## src/rtl/ippcsge_anctrl_if.sv

```systemverilog
// Receive-side indications from the GE PCS into the auto-negotiation controller:
// sync status plus per-ordered-set RUDI strobe and received config word.
interface ippcsge_anctrl_if;
  logic        sync;
  logic        rudi_vld;
  logic [1:0]  rudi;
  logic [15:0] cfdata;

  modport master (output sync, rudi_vld, rudi, cfdata);
  modport slave  (input  sync, rudi_vld, rudi, cfdata);
endinterface

```

## src/rtl/ippcsge_anctrl.sv

```systemverilog
// 1000BASE-X Clause 37 auto-negotiation controller: tracks RUDI/config-word matches,
// runs the link timer and the AN arbitration FSM, and drives xmit/tx_cfg to the PCS.
module ippcsge_anctrl #(
  parameter int unsigned LINK_TIMER = 1250000,
  parameter int unsigned TMR_W      = 21
) (
  input  logic                   clk,
  input  logic                   rst,
  ippcsge_anctrl_if.slave        rx_if,
  input  logic                   an_enable_i,
  input  logic                   an_restart_i,
  input  logic [15:0]            mr_adv_i,
  output logic [1:0]             xmit_o,
  output logic [15:0]            tx_cfg_o,
  output logic [15:0]            lp_ability_o,
  output logic                   page_rx_o,
  output logic                   an_complete_o,
  output logic [2:0]             an_state_o
);

  typedef enum logic [2:0] {
    AN_ENABLE          = 3'd0,
    AN_RESTART         = 3'd1,
    ABILITY_DETECT     = 3'd2,
    ACK_DETECT         = 3'd3,
    COMPLETE_ACK       = 3'd4,
    IDLE_DETECT        = 3'd5,
    LINK_OK            = 3'd6,
    AN_DISABLE_LINK_OK = 3'd7
  } state_e;

  localparam logic [TMR_W-1:0] TMR_LAST = TMR_W'(LINK_TIMER - 1);
  localparam logic [15:0]      ACK_BIT  = 16'h4000;

  state_e            state_q, state_d;
  logic [1:0]        cmatch_cnt_q, cmatch_cnt_d;
  logic [1:0]        idle_cnt_q, idle_cnt_d;
  logic [15:0]       prev_cfg_q, prev_cfg_d;
  logic [15:0]       ab_word_q, ab_word_d;
  logic [15:0]       lp_ability_q, lp_ability_d;
  logic [15:0]       tx_cfg_q, tx_cfg_d;
  logic [TMR_W-1:0]  tmr_q, tmr_d;
  logic [1:0]        xmit_q, xmit_d;
  logic              page_rx_q, page_rx_d;
  logic              an_complete_q, an_complete_d;
  logic              page_set, tmr_clr;

  logic              rx_inv, tmr_done, ability_match, ack_match, idle_match, zero_cfg;
  logic [15:0]       prev_masked;

  assign rx_inv        = rx_if.rudi_vld & (rx_if.rudi == 2'b11);
  assign tmr_done      = (tmr_q == TMR_LAST);
  assign prev_masked   = prev_cfg_q & ~ACK_BIT;
  assign ability_match = (cmatch_cnt_q == 2'd3);
  assign ack_match     = ability_match & prev_cfg_q[14];
  assign idle_match    = (idle_cnt_q == 2'd3);
  assign zero_cfg      = ability_match & (prev_masked == 16'h0000);

  // Consecutive-match counters; the ACK bit is ignored when comparing config words.
  always_comb begin
    cmatch_cnt_d = cmatch_cnt_q;
    idle_cnt_d   = idle_cnt_q;
    prev_cfg_d   = prev_cfg_q;
    if (rx_if.rudi_vld) begin
      case (rx_if.rudi)
        2'b01: begin
          if ((rx_if.cfdata & ~ACK_BIT) == prev_masked) begin
            cmatch_cnt_d = (cmatch_cnt_q == 2'd3) ? 2'd3 : cmatch_cnt_q + 2'd1;
          end else begin
            cmatch_cnt_d = 2'd1;
          end
          prev_cfg_d = rx_if.cfdata;
          idle_cnt_d = 2'd0;
        end
        2'b10: begin
          idle_cnt_d   = (idle_cnt_q == 2'd3) ? 2'd3 : idle_cnt_q + 2'd1;
          cmatch_cnt_d = 2'd0;
        end
        2'b11: begin
          idle_cnt_d   = 2'd0;
          cmatch_cnt_d = 2'd0;
        end
        default: begin
          cmatch_cnt_d = cmatch_cnt_q;
        end
      endcase
    end else begin
      cmatch_cnt_d = cmatch_cnt_q;
    end
  end

  // Next-state logic; loss of sync and management restart override every state.
  always_comb begin
    state_d      = state_q;
    tmr_clr      = 1'b0;
    ab_word_d    = ab_word_q;
    lp_ability_d = lp_ability_q;
    page_set     = 1'b0;
    if (!rx_if.sync || an_restart_i) begin
      state_d = AN_ENABLE;
    end else begin
      case (state_q)
        AN_ENABLE: begin
          if (an_enable_i) begin
            state_d = AN_RESTART;
            tmr_clr = 1'b1;
          end else begin
            state_d = AN_DISABLE_LINK_OK;
          end
        end
        AN_RESTART: begin
          if (tmr_done) state_d = ABILITY_DETECT;
          else          state_d = AN_RESTART;
        end
        ABILITY_DETECT: begin
          if (ability_match && !zero_cfg) begin
            state_d   = ACK_DETECT;
            ab_word_d = prev_masked;
          end else begin
            state_d = ABILITY_DETECT;
          end
        end
        ACK_DETECT: begin
          if (zero_cfg) begin
            state_d = AN_ENABLE;
          end else if (ack_match && (prev_masked == ab_word_q)) begin
            state_d      = COMPLETE_ACK;
            tmr_clr      = 1'b1;
            lp_ability_d = prev_cfg_q;
            page_set     = 1'b1;
          end else if (ack_match) begin
            state_d = AN_ENABLE;
          end else begin
            state_d = ACK_DETECT;
          end
        end
        COMPLETE_ACK: begin
          if (zero_cfg) begin
            state_d = AN_ENABLE;
          end else if (tmr_done) begin
            state_d = IDLE_DETECT;
            tmr_clr = 1'b1;
          end else begin
            state_d = COMPLETE_ACK;
          end
        end
        IDLE_DETECT: begin
          if (zero_cfg || rx_inv)         state_d = AN_ENABLE;
          else if (tmr_done && idle_match) state_d = LINK_OK;
          else                            state_d = IDLE_DETECT;
        end
        LINK_OK: begin
          if (ability_match || rx_inv) state_d = AN_ENABLE;
          else                         state_d = LINK_OK;
        end
        AN_DISABLE_LINK_OK: begin
          if (an_enable_i) state_d = AN_ENABLE;
          else             state_d = AN_DISABLE_LINK_OK;
        end
        default: state_d = AN_ENABLE;
      endcase
    end
  end

  assign page_rx_d = (state_d == AN_ENABLE) ? 1'b0 : (page_set ? 1'b1 : page_rx_q);
  assign tmr_d     = tmr_clr ? '0 : (tmr_done ? tmr_q : tmr_q + TMR_W'(1));

  // Output values are a function of the state being entered, so they register alongside it.
  always_comb begin
    xmit_d        = 2'd1;
    tx_cfg_d      = 16'h0000;
    an_complete_d = 1'b0;
    case (state_d)
      ABILITY_DETECT: tx_cfg_d = mr_adv_i & ~ACK_BIT;
      ACK_DETECT,
      COMPLETE_ACK:   tx_cfg_d = mr_adv_i | ACK_BIT;
      IDLE_DETECT: begin
        xmit_d   = 2'd0;
        tx_cfg_d = mr_adv_i | ACK_BIT;
      end
      LINK_OK: begin
        xmit_d        = 2'd2;
        tx_cfg_d      = mr_adv_i | ACK_BIT;
        an_complete_d = 1'b1;
      end
      AN_DISABLE_LINK_OK: xmit_d = 2'd2;
      default: xmit_d = 2'd1;
    endcase
  end

  // State, counters and registered outputs.
  always_ff @(posedge clk) begin
    if (rst) begin
      state_q       <= AN_ENABLE;
      cmatch_cnt_q  <= 2'd0;
      idle_cnt_q    <= 2'd0;
      prev_cfg_q    <= 16'h0000;
      ab_word_q     <= 16'h0000;
      lp_ability_q  <= 16'h0000;
      tx_cfg_q      <= 16'h0000;
      tmr_q         <= '0;
      xmit_q        <= 2'd1;
      page_rx_q     <= 1'b0;
      an_complete_q <= 1'b0;
    end else begin
      state_q       <= state_d;
      cmatch_cnt_q  <= cmatch_cnt_d;
      idle_cnt_q    <= idle_cnt_d;
      prev_cfg_q    <= prev_cfg_d;
      ab_word_q     <= ab_word_d;
      lp_ability_q  <= lp_ability_d;
      tx_cfg_q      <= tx_cfg_d;
      tmr_q         <= tmr_d;
      xmit_q        <= xmit_d;
      page_rx_q     <= page_rx_d;
      an_complete_q <= an_complete_d;
    end
  end

  assign xmit_o        = xmit_q;
  assign tx_cfg_o      = tx_cfg_q;
  assign lp_ability_o  = lp_ability_q;
  assign page_rx_o     = page_rx_q;
  assign an_complete_o = an_complete_q;
  assign an_state_o    = state_q;

endmodule

```

## src/flat_wrapper.sv

```systemverilog
// flat-port wrapper written by rule: the top's interface ports become plain ports
module ippcsge_anctrl_flat 
#(
  parameter int unsigned LINK_TIMER = 1250000,
  parameter int unsigned TMR_W      = 21
)
  (clk, rst, an_enable_i, an_restart_i, mr_adv_i, xmit_o, tx_cfg_o, lp_ability_o, page_rx_o, an_complete_o, an_state_o, rx_if_sync, rx_if_rudi_vld, rx_if_rudi, rx_if_cfdata);
  ippcsge_anctrl_if rx_if_i ();
  input  logic clk;
  input  logic rst;
  input  logic an_enable_i;
  input  logic an_restart_i;
  input  logic [15:0] mr_adv_i;
  output logic [1:0] xmit_o;
  output logic [15:0] tx_cfg_o;
  output logic [15:0] lp_ability_o;
  output logic page_rx_o;
  output logic an_complete_o;
  output logic [2:0] an_state_o;
  input wire logic [$bits(rx_if_i.sync)-1:0] rx_if_sync;
  input wire logic [$bits(rx_if_i.rudi_vld)-1:0] rx_if_rudi_vld;
  input wire logic [$bits(rx_if_i.rudi)-1:0] rx_if_rudi;
  input wire logic [$bits(rx_if_i.cfdata)-1:0] rx_if_cfdata;
  assign rx_if_i.sync = rx_if_sync;
  assign rx_if_i.rudi_vld = rx_if_rudi_vld;
  assign rx_if_i.rudi = rx_if_rudi;
  assign rx_if_i.cfdata = rx_if_cfdata;
  ippcsge_anctrl #(.LINK_TIMER(LINK_TIMER), .TMR_W(TMR_W)) u_core (.clk(clk), .rst(rst), .rx_if(rx_if_i), .an_enable_i(an_enable_i), .an_restart_i(an_restart_i), .mr_adv_i(mr_adv_i), .xmit_o(xmit_o), .tx_cfg_o(tx_cfg_o), .lp_ability_o(lp_ability_o), .page_rx_o(page_rx_o), .an_complete_o(an_complete_o), .an_state_o(an_state_o));
endmodule
```

## config.mk

```make
export PLATFORM = sky130hd
export DESIGN_NAME = ippcsge_anctrl_flat
export DESIGN_NICKNAME = d
export VERILOG_FILES = /design/src/rtl/ippcsge_anctrl_if.sv /design/src/rtl/ippcsge_anctrl.sv /design/src/flat_wrapper.sv
export SDC_FILE = /design/constraint.sdc
export NUM_CORES = 1
export LEC_CHECK = 0
export ABC_AREA = 1
export BUFFER_PORTS_ARGS = -buffer_cell sky130_fd_sc_hd__buf_2
export CAP_MARGIN = 20
export CORE_MARGIN = 1.5
export CORE_UTILIZATION = 55
export CTS_CLUSTER_DIAMETER = 100
export DETAILED_ROUTE_END_ITERATION = 10
export PLACE_DENSITY_LB_ADDON = 0.2
export SYNTH_ARGS = -nofsm -noshare
export SYNTH_HDL_FRONTEND = slang
export SYNTH_SLANG_ARGS = --single-unit
```

## constraint.sdc

```tcl
create_clock -name clk -period 2.5 [get_ports clk]
set_input_delay 0.25 -clock clk [delete_from_list [all_inputs] [get_ports clk]]
set_output_delay 0.25 -clock clk [all_outputs]
set_load 0.01 [all_outputs]
```

### Word-level counts from Yosys, hierarchy flattened

Index checks and enable logic that the tools add are counted.

* order comparisons: 0
* $add $sub $neg: 3
* divide/modulo/power cells: 0
* eq/ne operators: 21
* shift operators: 0
* bitwise gates (word level): 5
* multiply operators: 0
* reduce and logical (&&, ||, !) cells: 24
* muxes and demuxes: 31

Operators with widths (number)
* $pmux 16 s2: 1
* $eq 15x15->1: 2
* $eq 3x3->1 const B: 8
* $mux 3: 8
* $pmux 3 s8: 1
* $add 21x1->21 const B: 1
* $eq 21x21->1 const B: 1
* $logic_not 16->1: 1
* $eq 3x2->1 const B: 4
* $mux 2: 6
* $pmux 2 s2: 3
* $mux 1: 11
* $reduce_or 2->1: 5
* $eq 2x2->1 const B: 4
* $logic_not 3->1: 2
* $reduce_and 2->1: 3
* $add 2x1->2 const B: 2
* $reduce_and 4->1: 1
* $reduce_bool 2->1: 2
* $reduce_or 4->1: 1
* $and 1x1->1: 3
* $eq 3x1->1 const B: 1
* $logic_and 1x1->1: 3
* $logic_or 1x1->1: 3
* 5 further kinds: 7

* memories: 0
* latch bits: 0
* register bits after elaboration: 95
* bits in read-only memories: 0
* memory bits (writable): 0

### Logic depth before layout (Yosys ltp)

Gate-level depths: netlist (run 1).

* word-level depth: 10
* mapped depth: 13
* gate-level depth less buffers: 13

### Worst setup path after synthesis (run 1)

No wires, ideal clock.

* kind: register to register
* from: reg u_core.tmr_q[0]
* to: reg u_core.tx_cfg_q[10] (netlist: u_core.tx_cfg_o[10])
* arrival: 1.676 ns
* path buffers: 1
* slack: 0.712 ns
* setup time: 0.112 ns
* stages on the path, launching flop included: 12
* cells stage by stage: dfxtp_1 -> ha_1 -> nand3_2 -> nor2_4 -> nand3_4 -> nor2_2 -> nor2_2 -> nand2_2 -> nand4_1 -> nand2_4 -> buf_12 -> nor2_4

* longest elaborated chain between the ends: 9
* elaborated cells on any way between the ends: 16

RTL lines
* start, declared: RTL line ippcsge_anctrl.sv:42 `logic [TMR_W-1:0] tmr_q, tmr_d;`
* start signal, assigned: RTL line ippcsge_anctrl.sv:213 `tmr_q <= tmr_d;`
* $eq 21x21->1 (*): RTL line ippcsge_anctrl.sv:52 `assign tmr_done = (tmr_q == TMR_LAST);`
* $logic_and 1x1->1: RTL line ippcsge_anctrl.sv:149 `else if (tmr_done && idle_match) state_d = LINK_OK;`
* $mux 2: RTL line ippcsge_anctrl.sv:149
* $mux 3: RTL line ippcsge_anctrl.sv:148 `if (zero_cfg || rx_inv) state_d = AN_ENABLE;`
* $pmux 3 s8 (*): RTL line ippcsge_anctrl.sv:102 `case (state_q)`
* $mux 3 (*): RTL line ippcsge_anctrl.sv:99 `if (!rx_if.sync || an_restart_i) begin`
* $eq 3x2->1 or $eq 3x3->1 (tied branches): RTL line ippcsge_anctrl.sv:173 `case (state_d)`
* $reduce_or 4->1 (no line)
* $pmux 16 s2 (*): RTL line ippcsge_anctrl.sv:173
* end signal, assigned: RTL line ippcsge_anctrl.sv:212 `tx_cfg_q <= tx_cfg_d;`
* end, declared: RTL line ippcsge_anctrl.sv:41 `logic [15:0] tx_cfg_q, tx_cfg_d;`

Every way passes the cells marked *; elsewhere a longest branch is shown, timed or not.
A chain may end at the register's enable or synchronous reset.

### Final worst setup path (run 1)

* from: reg u_core.tmr_q[0]
* to: reg u_core.tx_cfg_q[1] (netlist: u_core.tx_cfg_o[1])

The elaborated chain is that of the path after synthesis.

==> metrics.md, run 1 <==
| Metric | Value |
|---|---|
| Number of global-route vias before repair | `3,571` |
| Max-cap viol count | `0` |
| Number of vias per cell | `a little over 5` |
| Share of synthesized area occupied by flip-flops and latches | `a little over two fifths` |
| Antenna diode instance count | `0` |
| Overall power after layout | `roughly 2.8 mW` |
| Final WS setup | `0.4527 ns` |
| CTS HTree Levels | `3` |
| Count of buffering cells on the critical path with inverters included | `0` |
| Final nets | `704` |
| Ys Warns | `0` |
| Final slew viol count | `0` |
| I/O pins | `between 70 and 80` |
| Share of the clock period used by the worst path | `between 80% and 90%` |
| Number of buffers added for setup after CTS | `0` |
| Maximum number of pins on one net before global-route repair | `a little over 40` |
| Horizontal die dimension | `between 90 and 100 um` |
| Top library cells by usage in the layout, fill and taps aside | `dfxtp_1, inv_1, nor2_1` |
| Worst-path maximum fanout | `15` |
| Die height | `91.86 um` |
| Slowest cell on crit path | `dfxtp_1` |
| Clock root buffer | `clkbuf_8` |
| TritonCTS sink count | `95` |
| Worst-Margin Slew | `roughly 0.8 ns` |
| Peak supply drop | `0.3869 mV` |
| Initial core utilization | `56.49%` |
| Dpl ws | `roughly 0.44 ns` |
| Share of flip-flops with an asynchronous set or reset | `0%` |
| F_max | `488.4 MHz` |
| Critical Path Most Common Cell | `nor2_2` |
| Arrival time reported for the critical path endpoint | `between 2 and 2.5 ns` |
| Met3 layer wire length in the routed design | `between 500 and 600 um` |
| Post-synthesis instance area | `4343 um^2` |
| Number of setup violations in the final report | `0` |
| Avg Synthesized Cell Area | `7.386 um^2` |
| WL met2 | `approximately 4.4 mm` |
| Detailed-route wire length per cell | `12.02 um` |
| Placer congestion estimate | `around 0.84` |
| Minimum clock period after layout | `2.047 ns` |
| Kind of launch point of the worst setup path | `flip-flop` |
| Number of antenna violations at the first check in global routing | `0` |
| Die area | `about 8400 um^2` |
| Core region area | `around 7700 um^2` |
| Length of the first detailed-routing pass in iterations | `6` |
| Most common cell after layout, fill and taps aside | `dfxtp_1` |
| TritonCTS clock tree | `built` |
| Routed length on met1 | `a little over 4 mm` |
| Delay of the slowest critical-path stage | `about 0.38 ns` |
| Overall via count from detail_route | `around 3,900` |
| Static power due to leakage | `around 2.3 nW` |
| CP Class | `reg2reg` |
| Quantity of hold-fixing buffers added after cts | `0` |
| Register clock-pin slew on the reported worst setup and hold paths | `about 0.10 ns` |
| Inst Count DP | `about 750` |
| Share of layout cells above drive strength 1 | `19.61%` |
| Post-synth cell types | `32` |
| Skew final | `0.01101 ns` |
| FF+latch count, synth | `between 90 and 100` |
| Endpoint kind of the worst setup timing path | `flip-flop` |
| Worst rel slew slack | `between 40 and 50%` |
| Rows | `32` |
| Number of DRC markers after the initial detailed-route iteration | `180` |
| Overall Global Routing Usage | `between 20% and 30%` |
| Total Negative Setup Slacks | `0 ns` |
| End-of-flow core utilization | `~65%` |
| Post-synth net total | `629` |
| Post_cts resized | `0` |
| Unrepaired setup endpoints after global routing | `no` |
| Number of buffers created by CTS | `9` |
| Critical Path RT | `~2.8 ns` |
| Post-Route WL | `about 9.3 mm` |
| Grt ovf | `0` |
| Power density over cell area | `between 500 and 600 nW/um^2` |
| Highest metal layer with signal wires | `met4` |
| Cell type group with the largest total delay on the critical path | `simple AND/OR/NAND/NOR gates` |
| Global-route wire length before repair | `15.74 mm` |
| Result of the run | `complete, no violations` |
| Critical-path cell list | `ha_1 > nand3_2 > nor2_4 > nand3_4 > nor2_2 > nor2_2 > nand2_2 > nand4_1 > nand2_4 > nor2_1` |
| Count of nets left with antenna violations after detail routing | `0` |
| Top_reg_cell synth | `dfxtp_1` |
| Hold Path Class | `in2reg` |
| Deepest clock path buffer count | `2` |
| Synth Instances | `approximately 590` |
| EDFF count, synth | `0` |
| DPL Wire Length | `6.782 mm` |
| Fin cells | `slightly below 800` |
| Area Overhead vs Synth | `15.36%` |
| Number of remaining DRC errors | `0` |
| Number of buffer cells added on primary ports | `77` |
| Source-to-sink clock delay at the later pin of the worst-skew pair | `~0.37 ns` |
| Hold Vio Cnt, Final | `0` |
| Filler Cells Inserted | `698` |
==> power by group <==
group          leakage [nW]  switching [mW]  total, mW  internal [mW]
Clock                 0.101           0.600      0.993          0.393
Combinational          1.41           0.165      0.271          0.106
Sequential            0.769          0.0304       1.58           1.55
Total                  2.28           0.796       2.84           2.04
==> stage by stage <==
step,hold slack (ns),instance area (um^2)
after floorplan,0.3191,4343
after global placement,0.4436,4812
after detailed placement,0.4524,4812
after CTS,0.07059,5010
after global routing,0.08128,5010
final,0.08245,5010
==> layer usage <==
| metal | global-route usage (%) | up-vias |
|---|---|---|
| met4 | 9.615 | 0 |
| met2 | 39.75 | 119 |
| met5 | 0 | - |
| met1 | 29.20 | 1774 |
| met3 | 3.648 | 18 |
| li1 | - | 1991 |
==> state kept, by name, summed over array words and instances (netlist names) <==
name,count
u_core.tmr_q,21
u_core.lp_ability_o,16
u_core.prev_cfg_q,16
u_core.tx_cfg_o,16
u_core.ab_word_q,15
u_core.an_state_o,3
u_core.cmatch_cnt_q,2
u_core.idle_cnt_q,2
u_core.xmit_o,2
u_core.an_complete_o,1
u_core.page_rx_o,1
==> cell usage after synthesis, types with 2 or more instances <==
master    count  area, um^2
nand3_2       3       30.03
nand2_2       5       31.28
xnor2_1      16       140.1
dfxtp_1      95        1902
buf_2         4       20.02
a21oi_1      48       240.2
o21a_1        2       15.01
nand3_1      19       95.09
xor2_1       19       166.4
nor4_1        2       12.51
clkbuf_1     11       41.29
inv_1        92       345.3
nor2_2        8       50.05
nand2_1      82       307.8
nor3_1        5       25.02
nand4_1      10       62.56
nor2_1       84       315.3
o21ai_0      59       295.3
nor2_4       11       123.9
==> layout make-up <==
class	instances	area, um^2	share of cell area (%)
Clock buffer	9	123.9	2.473
Clock inverter	7	73.82	1.474
Inverter	94	354.1	7.068
Multi-Input combinational cell	382	2001	39.94
Sequential cell	95	1902	37.96
Tap cell	102	127.6	2.547
Timing Repair Buffer	81	427.9	8.541
==> worst register-to-register path, cell delays in order, from the launching register on <==
cell,delay [ns]
dfxtp_1,0.38
ha_1,0.22
nand3_2,0.12
nor2_4,0.17
nand3_4,0.16
nor2_2,0.17
nor2_2,0.06
nand2_2,0.09
nand4_1,0.15
nand2_4,0.33
nor2_1,0.09
==> logic make-up (layout without fill, tap and decap cells) <==
| kind of cell | Yosys count | after routing | synth area share [%] |
|---|---|---|---|
| AOI/OAI and AO/OA | 110 | 110 | 12.85 |
| buffers and inverters | 111 | 191 | 10.14 |
| DFF | 95 | 95 | 43.79 |
| and+or+nand+nor | 235 | 235 | 25.61 |
| adders and majority gates | 1 | 1 | 0.2881 |
| xor gates and xnor gates | 35 | 35 | 7.058 |
| muxes | 1 | 1 | 0.2593 |
==> worst paths after layout <==
check                            start              endpoint  slack [ns]  cells after the start
hold / removal             mr_adv_i[3]    u_core.tx_cfg_o[3]        0.08                      3
setup reg to reg       u_core.tmr_q[0]    u_core.tx_cfg_o[1]        0.45                     10
hold reg to reg   u_core.ab_word_q[10]  u_core.ab_word_q[10]        0.47                      2
setup / recovery       u_core.tmr_q[0]    u_core.tx_cfg_o[1]        0.45                     10
No activity file was read; power rests on OpenSTA's default activity.
==> run 2: changes to the inputs <==
==> constraint.sdc (replaced) <==
create_clock -name clk -period 2.1 [get_ports clk]
set_input_delay 0.21 -clock clk [delete_from_list [all_inputs] [get_ports clk]]
set_output_delay 0.21 -clock clk [all_outputs]
set_load 0.01 [all_outputs]
==> run 2 against run 1 <==
Sequential cell count unchanged. Clock skew about the same. Sequential power up 19%. Sequential share of layout area down 0.71 points. Worst hold slack worse by 0.034 ns. Largest cell class unchanged. Highest routed layer unchanged.
==> metrics.md, run 2 (synthesis gave the netlist of run 1 again) <==
| Metric | Value |
|---|---|
| Register clock-pin slew on the reported worst setup and hold paths | `0.11 ns (about the same)` |
| Hold Path Class | `in2reg` |
| Area Overhead vs Synth | `18.09%` |
| Length of the first detailed-routing pass in iterations | `4 (-2)` |
| Die height | `91.86 um (unchanged)` |
| Source-to-sink clock delay at the later pin of the worst-skew pair | `0.36 ns (about the same)` |
| Final non-filler cell area | `5129 um^2 (+2.4%)` |
| Share of the clock period used by the worst path | `92.71% (+11 points)` |
| Most common cell after layout, fill and taps aside | `inv_1` |
| Kind of launch point of the worst setup path | `flip-flop` |
| Endpoint kind of the worst setup timing path | `flip-flop` |
| Rows | `32 (unchanged)` |
| Dpl ws | `0.01983 ns (-0.4243 ns)` |
| Number of global-route vias before repair | `3,609 (+1.1%)` |
| Overall Global Routing Usage | `24.11% (+0.82 points)` |
| Overall via count from detail_route | `3,904 (+0.051%)` |
| Detailed-route wire length per cell | `12.24 um (+1.8%)` |
| Maximum number of pins on one net before global-route repair | `47 (+15%)` |
| Worst Hold Launch | `mr_adv_i[4]` |
| Count of nets left with antenna violations after detail routing | `0 (unchanged)` |
| Number of setup violations in the final report | `0 (unchanged)` |
| Worst slack on hold paths | `0.04817 ns (-0.03429 ns)` |
| Critical Path RT | `2.37 ns (-0.38 ns)` |
| CTS HTree Levels | `3 (unchanged)` |
| F_max | `513.7 MHz (+5.2%)` |
| Power density over cell area | `666.4 nW/um^2 (+18%)` |
| Final WS setup | `0.1532 ns (-0.2995 ns)` |
| Arrival time reported for the critical path endpoint | `2.22 ns (-0.08 ns)` |
| Hold Vio Cnt, Final | `0 (unchanged)` |
| Quantity of hold-fixing buffers added after cts | `0 (unchanged)` |
| Final nets | `714 (+1.4%)` |
| Die area | `8438 um^2 (unchanged)` |
| Clock root buffer | `clkbuf_8` |
| Origin of the critical flop-to-flop path | `u_core.prev_cfg_q[13]` |
| DPL Wire Length | `7.057 mm (+4.1%)` |
| Antenna diode instance count | `0 (unchanged)` |
| Number of antenna violations at the first check in global routing | `0 (unchanged)` |
| Overall power after layout | `3.418 mW (+20%)` |
| Skew final | `0.01146 ns (+0.0004469 ns)` |
| Minimum clock period after layout | `1.947 ns (-0.1005 ns)` |
| Global-route wire length before repair | `16.33 mm (+3.8%)` |
| Worst-Margin Slew | `0.8153 ns (+0.01972 ns)` |
| Crit path launch | `u_core.prev_cfg_q[13]` |
| Placement Cell Area | `4890 um^2 (+1.6%)` |
| Number of remaining DRC errors | `0 (unchanged)` |
| Number of vias per cell | `5.005 (-1.2%)` |
| Inst Count DP | `761 (+0.93%)` |
| Number of DRC markers after the initial detailed-route iteration | `254 (+41%)` |
| TritonCTS sink count | `95 (unchanged)` |
| Result of the run | `complete, no violations` |
| Core region area | `7687 um^2 (unchanged)` |
| I/O pins | `79 (unchanged)` |
| Grt ovf | `0 (unchanged)` |
| Total Negative Setup Slacks | `0 ns (unchanged)` |
| Number of buffers created by CTS | `9 (unchanged)` |
| Final slew viol count | `0 (unchanged)` |
| Fin cells | `780 (+1.3%)` |
| Placer congestion estimate | `0.8092 (-3.3%)` |
| Worst rel slew slack | `45.59% (-1.3 points)` |
| Deepest clock path buffer count | `2 (unchanged)` |
| Share of layout cells above drive strength 1 | `22.12% (+2.5 points)` |
| Static power due to leakage | `2.338 nW (+2.5%)` |
| Post-Route WL | `9.547 mm (+3.1%)` |
| CP Class | `reg2reg` |
| Top library cells by usage in the layout, fill and taps aside | `inv_1, dfxtp_1, nor2_1` |
| Worst-path maximum fanout | `7 (-8)` |
| End-of-flow core utilization | `66.72% (+1.5 points)` |
| Largest reg by FF count | `u_core.tmr_q` |
| Peak supply drop | `0.4314 mV (+11%)` |
| Number of buffer cells added on primary ports | `77 (unchanged)` |
| Horizontal die dimension | `91.86 um (unchanged)` |
| Max reg flops | `21 (unchanged)` |
| Max-cap viol count | `0 (unchanged)` |
| Initial core utilization | `56.49% (unchanged)` |
| TritonCTS clock tree | `built` |
[run 2: changes by cell type in the layout (fill, tap and decap cells not counted), moves of 2 or more]
| cell | delta |
|---|---|
| buf_4 | +8 |
| buf_12 | +2 |
| dfxtp_1 | -7 |
| dfxtp_2 | +7 |
[run 2: cell type report]
cell class / count / area [um^2]
timing repair buffer: 91 / 528.0
clock inverter: 7 / 73.82
clock buffer: 9 / 123.9
fill: 707 / 2559
inverter: 94 / 354.1
multi-input combinational: 382 / 2011
tap: 102 / 127.6
sequential: 95 / 1911
[run 2: layer usage]
metal / track usage (%) / part of all wire, % / wire, um / up-vias
li1: - / - / - / 2017
met1: 30.69 / 46 / 4385 / 1793
met2: 41.05 / 48 / 4622 / 82
met3: 5.390 / 4.2 / 398 / 12
met4: 6.538 / 1.5 / 140 / 0
met5: 0 / 0 / 0 / -
[run 2: critical path, cell delays in order, from the launching register on]
cell	delay, ns
dfxtp_1	0.35
inv_1	0.15
nand2_1	0.07
nor2_1	0.19
nand3_2	0.13
nand2_1	0.15
nand2_1	0.07
nor2_1	0.12
nand2_2	0.09
nand3_2	0.10
nand2_2	0.07
nand2_4	0.13
buf_4	0.18
nor2_4	0.03
[run 2: path summary, 6_finish.rpt]
check	end	slack (ns)	depth (start not counted)
worst min register to register	u_core.ab_word_q[0]	0.47	2
worst min-delay path	u_core.tx_cfg_o[4]	0.05	3
worst max register to register	u_core.tx_cfg_o[5]	0.15	13
worst max-delay path	u_core.tx_cfg_o[5]	0.15	13
[run 2: repair_timing]
| action | in CTS | in global routing |
|---|---|---|
| gates resized for setup | 0 | 10 |
| endpoints found under the setup margin | 0 | 14 |
| setup buffers | 0 | 3 |
| endpoints found under the hold margin | 0 | 0 |
[run 2: power by group]
group          internal, mW  switching (mW)
clock                 0.470           0.727
combinational         0.140           0.203
sequential             1.84          0.0352
total                  2.45           0.966
